### src/rtl/regfile_reader.sv
// Burst read-out engine for the regfile: issues addresses, absorbs the one-cycle read latency
// and streams words on a valid/ready port. Define REGFILE_READER_PARITY_EN to add out_parity.
module regfile_reader #(
    parameter int unsigned WIDTH        = 16,
    parameter int unsigned DEPTH        = 3,
    parameter int unsigned ADDRESSWIDTH = 5
) (
    input  logic                    clock,
    input  logic                    reset,
    input  logic                    start,
    input  logic [ADDRESSWIDTH-1:0] start_addr,
    input  logic [ADDRESSWIDTH:0]   count,
    output logic                    busy,
    output logic                    done,
    output logic [ADDRESSWIDTH-1:0] rf_source,
    input  logic [WIDTH-1:0]        rf_data,
    output logic                    out_valid,
    input  logic                    out_ready,
    output logic [WIDTH-1:0]        out_data,
    output logic [ADDRESSWIDTH-1:0] out_addr,
    output logic                    out_last
`ifdef REGFILE_READER_PARITY_EN
    ,
    output logic                    out_parity
`endif
);

    localparam logic [ADDRESSWIDTH-1:0] LastAddr = ADDRESSWIDTH'(DEPTH - 1);
    localparam logic [ADDRESSWIDTH:0]   OneLeft  = (ADDRESSWIDTH + 1)'(1);

    typedef enum logic [1:0] {StIdle, StIssue, StWait, StSend} state_e;

    state_e                  state_q, state_d;
    logic [ADDRESSWIDTH-1:0] addr_q, addr_d;
    logic [ADDRESSWIDTH:0]   remaining_q, remaining_d;
    logic                    done_d;
    logic                    capture;

    logic                    busy_q, done_q, out_valid_q, out_last_q;
    logic [ADDRESSWIDTH-1:0] rf_source_q, out_addr_q;
    logic [WIDTH-1:0]        out_data_q;
`ifdef REGFILE_READER_PARITY_EN
    logic                    out_parity_q;
`endif

    always_comb begin
        state_d     = state_q;
        addr_d      = addr_q;
        remaining_d = remaining_q;
        done_d      = 1'b0;
        capture     = 1'b0;
        unique case (state_q)
            StIdle: begin
                if (start) begin
                    if (count != '0) begin
                        addr_d      = start_addr;
                        remaining_d = count;
                        state_d     = StIssue;
                    end else begin
                        done_d = 1'b1;
                    end
                end
            end
            StIssue: state_d = StWait;
            StWait: begin
                capture = 1'b1;
                state_d = StSend;
            end
            StSend: begin
                if (out_valid_q && out_ready) begin
                    if (out_last_q) begin
                        state_d = StIdle;
                        done_d  = 1'b1;
                    end else begin
                        addr_d      = (addr_q == LastAddr) ? '0 : addr_q + 1'b1;
                        remaining_d = remaining_q - 1'b1;
                        state_d     = StIssue;
                    end
                end
            end
            default: state_d = StIdle;
        endcase
    end

    // Status outputs are registered from the next state so they line up with the state itself.
    always_ff @(posedge clock) begin
        if (!reset) begin
            state_q      <= StIdle;
            addr_q       <= '0;
            remaining_q  <= '0;
            busy_q       <= 1'b0;
            done_q       <= 1'b0;
            out_valid_q  <= 1'b0;
            out_last_q   <= 1'b0;
            out_data_q   <= '0;
            out_addr_q   <= '0;
            rf_source_q  <= '0;
`ifdef REGFILE_READER_PARITY_EN
            out_parity_q <= 1'b0;
`endif
        end else begin
            state_q     <= state_d;
            addr_q      <= addr_d;
            remaining_q <= remaining_d;
            busy_q      <= (state_d != StIdle);
            done_q      <= done_d;
            out_valid_q <= (state_d == StSend);
            if (state_d == StIssue) begin
                rf_source_q <= addr_d;
            end
            if (capture) begin
                out_data_q   <= rf_data;
                out_addr_q   <= addr_q;
                out_last_q   <= (remaining_q == OneLeft);
`ifdef REGFILE_READER_PARITY_EN
                out_parity_q <= ^rf_data;
`endif
            end
        end
    end

    assign busy       = busy_q;
    assign done       = done_q;
    assign out_valid  = out_valid_q;
    assign out_last   = out_last_q;
    assign out_data   = out_data_q;
    assign out_addr   = out_addr_q;
    assign rf_source  = rf_source_q;
`ifdef REGFILE_READER_PARITY_EN
    assign out_parity = out_parity_q;
`endif

endmodule

### config.mk
export PLATFORM = sky130hd
export DESIGN_NAME = regfile_reader
export DESIGN_NICKNAME = d
export VERILOG_FILES = /design/src/rtl/regfile_reader.sv
export SDC_FILE = /design/constraint.sdc
export NUM_CORES = 1
export LEC_CHECK = 0
export CORE_MARGIN = 5
export CORE_UTILIZATION = 50
export DETAILED_ROUTE_END_ITERATION = 6
export GPL_TIMING_DRIVEN = 0
export PLACE_DENSITY = 0.8
export SYNTH_ARGS = -nofsm -noshare
export SYNTH_HDL_FRONTEND = slang
export SYNTH_SLANG_ARGS = --single-unit
### constraint.sdc
create_clock -name clock -period 3.4 [get_ports clock]
set_clock_uncertainty 0.2 [all_clocks]
set_input_delay 1.02 -clock clock [delete_from_list [all_inputs] [get_ports clock]]
set_output_delay 1.02 -clock clock [all_outputs]
set_load 0.02 [all_outputs]
==> results of run 1 <==
-- worst max-delay path: cells and delay by family --
family,cells,cell delay [ns]
buf+inv,3,0.84
compound gates,3,0.81
-- layout make-up --
| cell class | instances | area (µm²) |
|---|---|---|
| sequential | 43 | 861 |
| clock buffer | 6 | 82.6 |
| multi-input combinational | 166 | 1190 |
| fill | 331 | 1170 |
| tap | 50 | 62.6 |
| timing repair buffer | 60 | 601 |
| buffer | 12 | 67.6 |
| clock inverter | 2 | 16.3 |
| inverter | 10 | 37.5 |
-- worst max-delay path by stage --
stage | start | cells past startpoint | slack, ns | to
3_5_place_dp | start | 6 | 0.38 | rf_source[4]
5_1_grt | out_ready | 5 | 0.58 | rf_source[3]
4_1_cts | start | 6 | 0.70 | rf_source[4]
3_3_place_gp | start | 6 | 0.39 | rf_source[4]
2_1_floorplan | count[0] | 4 | 1.04 | rf_source[4]
6_report | start | 6 | 0.69 | rf_source[4]
-- through the flow --
step,instance area (µm²),worst slack [ns]
6_report,2920,0.687
5_1_grt,2920,0.580
4_1_cts,2920,0.698
3_5_place_dp,2820,0.383
3_3_place_gp,2820,0.386
2_1_floorplan,2160,1.04
-- power groups by stage --
stage / logic, W / registers [W] / clock network, W
global placement: 0.000270 / 0.000569 / 0
CTS: 0.000274 / 0.000559 / 0.000353
floorplan: 0.000150 / 0.000585 / 0
finish: 0.000273 / 0.000559 / 0.000349
detailed placement: 0.000272 / 0.000571 / 0
global route: 0.000301 / 0.000564 / 0.000377
-- layer usage --
layer  track usage, %  vias to the layer above  share of wire [%]
met1             25.9                      936                 45
met2             34.6                       51                 49
met4             7.18                        0                1.5
met3             5.54                        7                4.8
li1                 -                      980                  -
met5                0                        -                  0
-- cell usage after synthesis, types with 2 or more instances --
cell type / number
sky130_fd_sc_hd__nand2b_1: 2
sky130_fd_sc_hd__nor2b_1: 3
sky130_fd_sc_hd__nand2_1: 8
sky130_fd_sc_hd__ha_1: 8
sky130_fd_sc_hd__a311oi_1: 3
sky130_fd_sc_hd__and3b_1: 2
sky130_fd_sc_hd__a21oi_1: 20
sky130_fd_sc_hd__a211oi_1: 6
sky130_fd_sc_hd__nor3_1: 4
sky130_fd_sc_hd__a311oi_2: 2
sky130_fd_sc_hd__buf_6: 2
sky130_fd_sc_hd__mux2i_1: 21
sky130_fd_sc_hd__inv_1: 10
sky130_fd_sc_hd__buf_2: 3
sky130_fd_sc_hd__nor2_1: 26
sky130_fd_sc_hd__o21ai_0: 9
sky130_fd_sc_hd__nand3_1: 6
sky130_fd_sc_hd__a31oi_1: 3
sky130_fd_sc_hd__dfxtp_1: 43
sky130_fd_sc_hd__nor4b_1: 2
sky130_fd_sc_hd__and2_1: 3
sky130_fd_sc_hd__o31ai_1: 7
sky130_fd_sc_hd__or3_1: 5
sky130_fd_sc_hd__clkbuf_1: 6
-- cells by family (layout without fill, tap and decap cells) --
kind of cell,after synthesis,in the layout
AOI/OAI and AO/OA,67,67
buffers and inverters,22,90
and+or+nand+nor,70,70
DFF,43,43
muxes,21,21
adders and majority gates,8,8
-- flip-flops by register name, summed over array words and instances (netlist names) --
register / flops
state_q: 2
addr_q: 5
out_addr: 5
out_data: 16
out_last: 1
out_valid: 1
remaining_q: 6
rf_source: 5
busy: 1
done: 1
==> qor.txt, run 1 <==
Sw frac: 29.7%
Class of the worst hold path: register to register
Worst rel slew slack: 53.7%
Number of antenna violations at the first check in global routing: 0
Remaining DRCs: 0
Worst skew pair latency: 0.30 ns
Starting density of the core: 52.8%
Startpoint Class: primary input
Clock slew at reported path FFs: 0.08 ns
Basic-gate share of the synthesized area counting and, or, nand and nor cells: 17.4%
Final min period: 2.71 ns
Post-CTS setup buffer count: 0
Relative contribution of sequential cells to total power: 47.3%
Area fraction of the dominant cell type after synthesis: 39.9%
Cell with the largest stage delay on the worst path: sky130_fd_sc_hd__clkdlybuf4s50_1
Total die area: 5730 µm²
Number of global-route vias before repair: 1983
Dpl cells: 341
Outcome: finished clean
CTS H-tree lvls: 2
First-pass GRT wire length: 9.14 mm
Switching Power: 0.000350 W
Global routing usage summed across all routing layers: 20.8%
Dominant combinational cell family by area after synthesis: compound AO/OA/AOI/OAI gates
Share of power burned in combinational logic: 23.1%
Worst hold path endpoint: remaining_q[5]
Arrival @ worst endpoint: 2.68 ns
Largest incremental delay on the critical path: 0.60 ns
Sequential element share of the synthesized area: 39.9%
Number of warnings printed during yosys synthesis: 0
Critical path capture point type: register
Final setup violation count: 0
Multiplexer area fraction after synthesis: 9.74%
Placer congestion estimate: 0.861
Util after Layout: 71.5%
Routed wire length per instance: 15.6 µm
Port-buffer cells: 60
F_max: 369 MHz
VDD IR-drop max: 252 µV
Max-slew violations: 0
Clock buffer depth: 2
Yosys top cell by area: sky130_fd_sc_hd__dfxtp_1
Slew @ Worst Pin: 0.694 ns
First-iteration detailed-routing DRC count: 150
Power after layout: 0.00118 W
Hold Buf Count CTS: 0
Critical register-to-register path endpoint: rf_source[3]
# Max-Cap Violations: 0
Data required time of the critical path: 3.37 ns
CORE AREA: 4090 µm²
Antenna viol nets, final: 0
Vias per Instance: 5.66
Clock Tree Root: sky130_fd_sc_hd__clkbuf_8
Fraction of layout instances using a drive strength above 1: 8.03%
Number of register bits inferred by synthesis: 43
Cell depth of the worst flop-to-flop path: 7
Crit path cell chain: clkdlybuf4s50_1 > inv_1 > a22o_4 > buf_6 > o31ai_1 > a311oi_2
Synth cell types: 51
Clock tree from TritonCTS: done
Compound-cell area share of the yosys netlist: 23.4%
Start point of the worst min-delay path: remaining_q[5]
Ranking of synthesized cells by area: sky130_fd_sc_hd__dfxtp_1 40%, sky130_fd_sc_hd__mux2i_1 9.7%, sky130_fd_sc_hd__a21oi_1 4.6%, sky130_fd_sc_hd__ha_1 4.6%, sky130_fd_sc_hd__nor2_1 4.5%
Power per Cell Area: 405 nW/µm²
Number of enable-type register cells in the synthesized netlist: 0
Final hold violation count: 0
Final routed wirelength across all metal layers: 5.44 mm
Dpl hpwl: 4.14 mm
Pint: 0.000831 W
Leakage Power: 1.05 nW
Average cell area after synthesis: 9.34 µm²
Predominant post-synthesis flop cell: sky130_fd_sc_hd__dfxtp_1
Sum Neg Setup Slack: 0 ns
Number of core rows: 23
Most common library cell in the layout ignoring fill and taps: sky130_fd_sc_hd__clkdlybuf4s50_1
Area delta synth->final: 35.3%
Part of the cycle the worst path needs: 79.8%
Number of diodes added for antenna fixing: 0
Post-synth net total: 270
Biggest fanout along the worst timing path: 10
Post-CTS Resized: 0
Worst hold path cell count: 2
Unrepaired setup endpoints after global routing: false
Final non-filler cell total: 349
Fraction of registers with async set/reset: 0%
Number of clock sinks: 43
Number of I/O pins: 61
Xor-xnor portion of the synthesized cell area: 0%
Largest net degree at the start of global routing: 15
Die X-Extent: 75.7 µm
Total standard cell area after synthesis: 2160 µm²
Most frequent cells in the layout: 60 x sky130_fd_sc_hd__clkdlybuf4s50_1, 43 x sky130_fd_sc_hd__dfxtp_1, 26 x sky130_fd_sc_hd__nor2_1
Fin nets: 337
Register-to-register setup slack: 1.15 ns
Cells after Synth: 231
Clock share of power: 29.5%
Number of buffers created by CTS: 5
Overflow after GRT: 0
Die extent in y: 75.7 µm
Type of the worst setup path: primary input to register
Worst hold slack: 0.293 ns
First-pass DRT Iterations: 5
Beginning of the worst register-to-register path: state_q[0]
Total number of vias: 1974
Synthesized-area fraction occupied by adder cells: 4.64%
No activity file was read; power rests on OpenSTA's default activity.
==> run 2, diff against run 1 <==
--- a/config.mk
+++ b/config.mk
@@ -6,10 +6,10 @@
 export NUM_CORES = 1
 export LEC_CHECK = 0
 export CORE_MARGIN = 5
-export CORE_UTILIZATION = 50
+export CORE_UTILIZATION = 43
 export DETAILED_ROUTE_END_ITERATION = 6
 export GPL_TIMING_DRIVEN = 0
-export PLACE_DENSITY = 0.8
+export PLACE_DENSITY = 0.73
 export SYNTH_ARGS = -nofsm -noshare
 export SYNTH_HDL_FRONTEND = slang
 export SYNTH_SLANG_ARGS = --single-unit
==> constraint.sdc (replaced) <==
create_clock -name clock -period 2.2 [get_ports clock]
set_clock_uncertainty 0.2 [all_clocks]
set_input_delay 0.66 -clock clock [delete_from_list [all_inputs] [get_ports clock]]
set_output_delay 0.66 -clock clock [all_outputs]
set_load 0.02 [all_outputs]
==> qor.txt, run 2 (synthesized netlist as in run 1, its figures left out) <==
Dpl cells: 358
Critical register-to-register path endpoint: rf_source[1]
Area delta synth->final: 43.3%
Max-slew violations: 0
Overflow after GRT: 0
Final non-filler cell total: 372
Outcome: finished clean
Clock Tree Root: sky130_fd_sc_hd__clkbuf_8
Slew @ Worst Pin: 0.707 ns
Final min period: 2.14 ns
Fin nets: 343
Relative contribution of sequential cells to total power: 44.2%
Startpoint Class: primary input
Antenna viol nets, final: 0
Worst Slack Setup Final: 0.0566 ns
First-iteration detailed-routing DRC count: 185
First-pass GRT wire length: 9.07 mm
Die X-Extent: 80.8 µm
Uppermost routed layer: met4
Vias per Instance: 5.35
Switching Power: 0.000576 W
Global routing usage summed across all routing layers: 17.9%
Register-to-register setup slack: 0.08 ns
Sum Neg Setup Slack: 0 ns
Launching instance or port of the critical path: count[5]
Pint: 0.00139 W
Clock buffer depth: 2
Fraction of layout instances using a drive strength above 1: 14.1%
Met2 routed WL: 2.88 mm
Number of global-route vias before repair: 1885
Number of I/O pins: 61
Total die area: 6540 µm²
Type of the worst setup path: primary input to register
Number of buffers created by CTS: 5
Clock share of power: 32.4%
Critical path capture point type: register
Detailed-routed wire length on met3: 288 µm
Sw frac: 29.3%
Worst skew pair latency: 0.30 ns
# Max-Cap Violations: 0
Starting density of the core: 45.1%
Power per Cell Area: 635 nW/µm²
Worst rel slew slack: 52.8%
Largest net degree at the start of global routing: 16
Placer congestion estimate: 0.904
Number of antenna violations at the first check in global routing: 0
Total number of vias: 1992
Dpl hpwl: 4.11 mm
Power after layout: 0.00197 W
Cell depth of the worst flop-to-flop path: 7
Remaining DRCs: 0
Termination of the worst setup path: rf_source[0]
Number of clock sinks: 43
Max FFs per register: 16
Clock tree from TritonCTS: done
Number of diodes added for antenna fixing: 0
F_max: 467 MHz
Hold Buf Count CTS: 0
Data required time of the critical path: 2.17 ns
Clock slew at reported path FFs: 0.09 ns
Number of core rows: 25
Place WS: -0.499 ns
Biggest fanout along the worst timing path: 9
Die extent in y: 80.8 µm
Part of the cycle the worst path needs: 97.4%
Share of power burned in combinational logic: 23.3%
Worst hold slack: 0.290 ns
Most frequent cells in the layout: 52 x sky130_fd_sc_hd__clkdlybuf4s50_1, 41 x sky130_fd_sc_hd__dfxtp_1, 25 x sky130_fd_sc_hd__nor2_1
Final routed wirelength across all metal layers: 5.83 mm
CTS H-tree lvls: 2
CORE AREA: 4790 µm²
First-pass DRT Iterations: 4
Class of the worst hold path: register to register
Routed wire length per instance: 15.7 µm
Most common library cell in the layout ignoring fill and taps: sky130_fd_sc_hd__clkdlybuf4s50_1
Routed met1 length: 2.62 mm
VDD IR-drop max: 473 µV
Leakage Power: 1.12 nW
Port-buffer cells: 60
Final setup violation count: 0
Beginning of the worst register-to-register path: state_q[0]
Arrival @ worst endpoint: 2.11 ns
Final hold violation count: 0
## run 2: worst min-delay path by stage
stage	endpoint	slack (ns)	from	cells past startpoint
global route	out_data[3]	0.32	out_data[3]	2
finish	remaining_q[5]	0.29	remaining_q[5]	2
floorplan	remaining_q[5]	0.24	remaining_q[5]	2
detailed placement	remaining_q[5]	0.28	remaining_q[5]	2
global placement	remaining_q[5]	0.26	remaining_q[5]	2
CTS	remaining_q[5]	0.29	remaining_q[5]	2
## run 2: layer usage
| layer | vias to the layer above | track usage, % |
|---|---|---|
| li1 | 998 | - |
| met1 | 944 | 22.3 |
| met2 | 48 | 30.4 |
| met3 | 2 | 4.10 |
| met4 | 0 | 6.25 |
| met5 | - | 0 |
## run 2: worst max-delay path, stage by stage
cell	delay (ns)
sky130_fd_sc_hd__clkdlybuf4s50_1	0.53
sky130_fd_sc_hd__nor3b_1	0.08
sky130_fd_sc_hd__a22o_4	0.27
sky130_fd_sc_hd__o31ai_1	0.42
sky130_fd_sc_hd__a311oi_1	0.16
## run 2: stage by stage
step	instance area (µm²)	utilization [%]
CTS	3030	63.2
finish	3090	64.6
floorplan	2160	-
detailed placement	2840	59.4
global placement	2840	59.4
global route	3090	64.6
## run 2: final cells by class
type / count / area (µm²)
fillers: 425 / 1690
well taps: 67 / 83.8
repair buffers: 67 / 647
clock inverters: 3 / 46.3
clock buffers: 5 / 68.8
multi-input cells: 166 / 1280
inverters: 10 / 37.5
plain buffers: 11 / 67.6
flip-flops and latches: 43 / 866
## run 2: repair_timing
action,CTS,global route
endpoints found under the setup margin,40,19
resized for setup,15,16
buffers inserted,5,2
pin swaps,2,2
## run 2: power groups by stage
stage	Sequential [W]	Combinational, W	Clock (W)
global placement	0.000880	0.000419	0
CTS	0.000865	0.000440	0.000646
detailed placement	0.000882	0.000422	0
finish	0.000869	0.000458	0.000637
global route	0.000875	0.000496	0.000684
floorplan	0.000904	0.000231	0
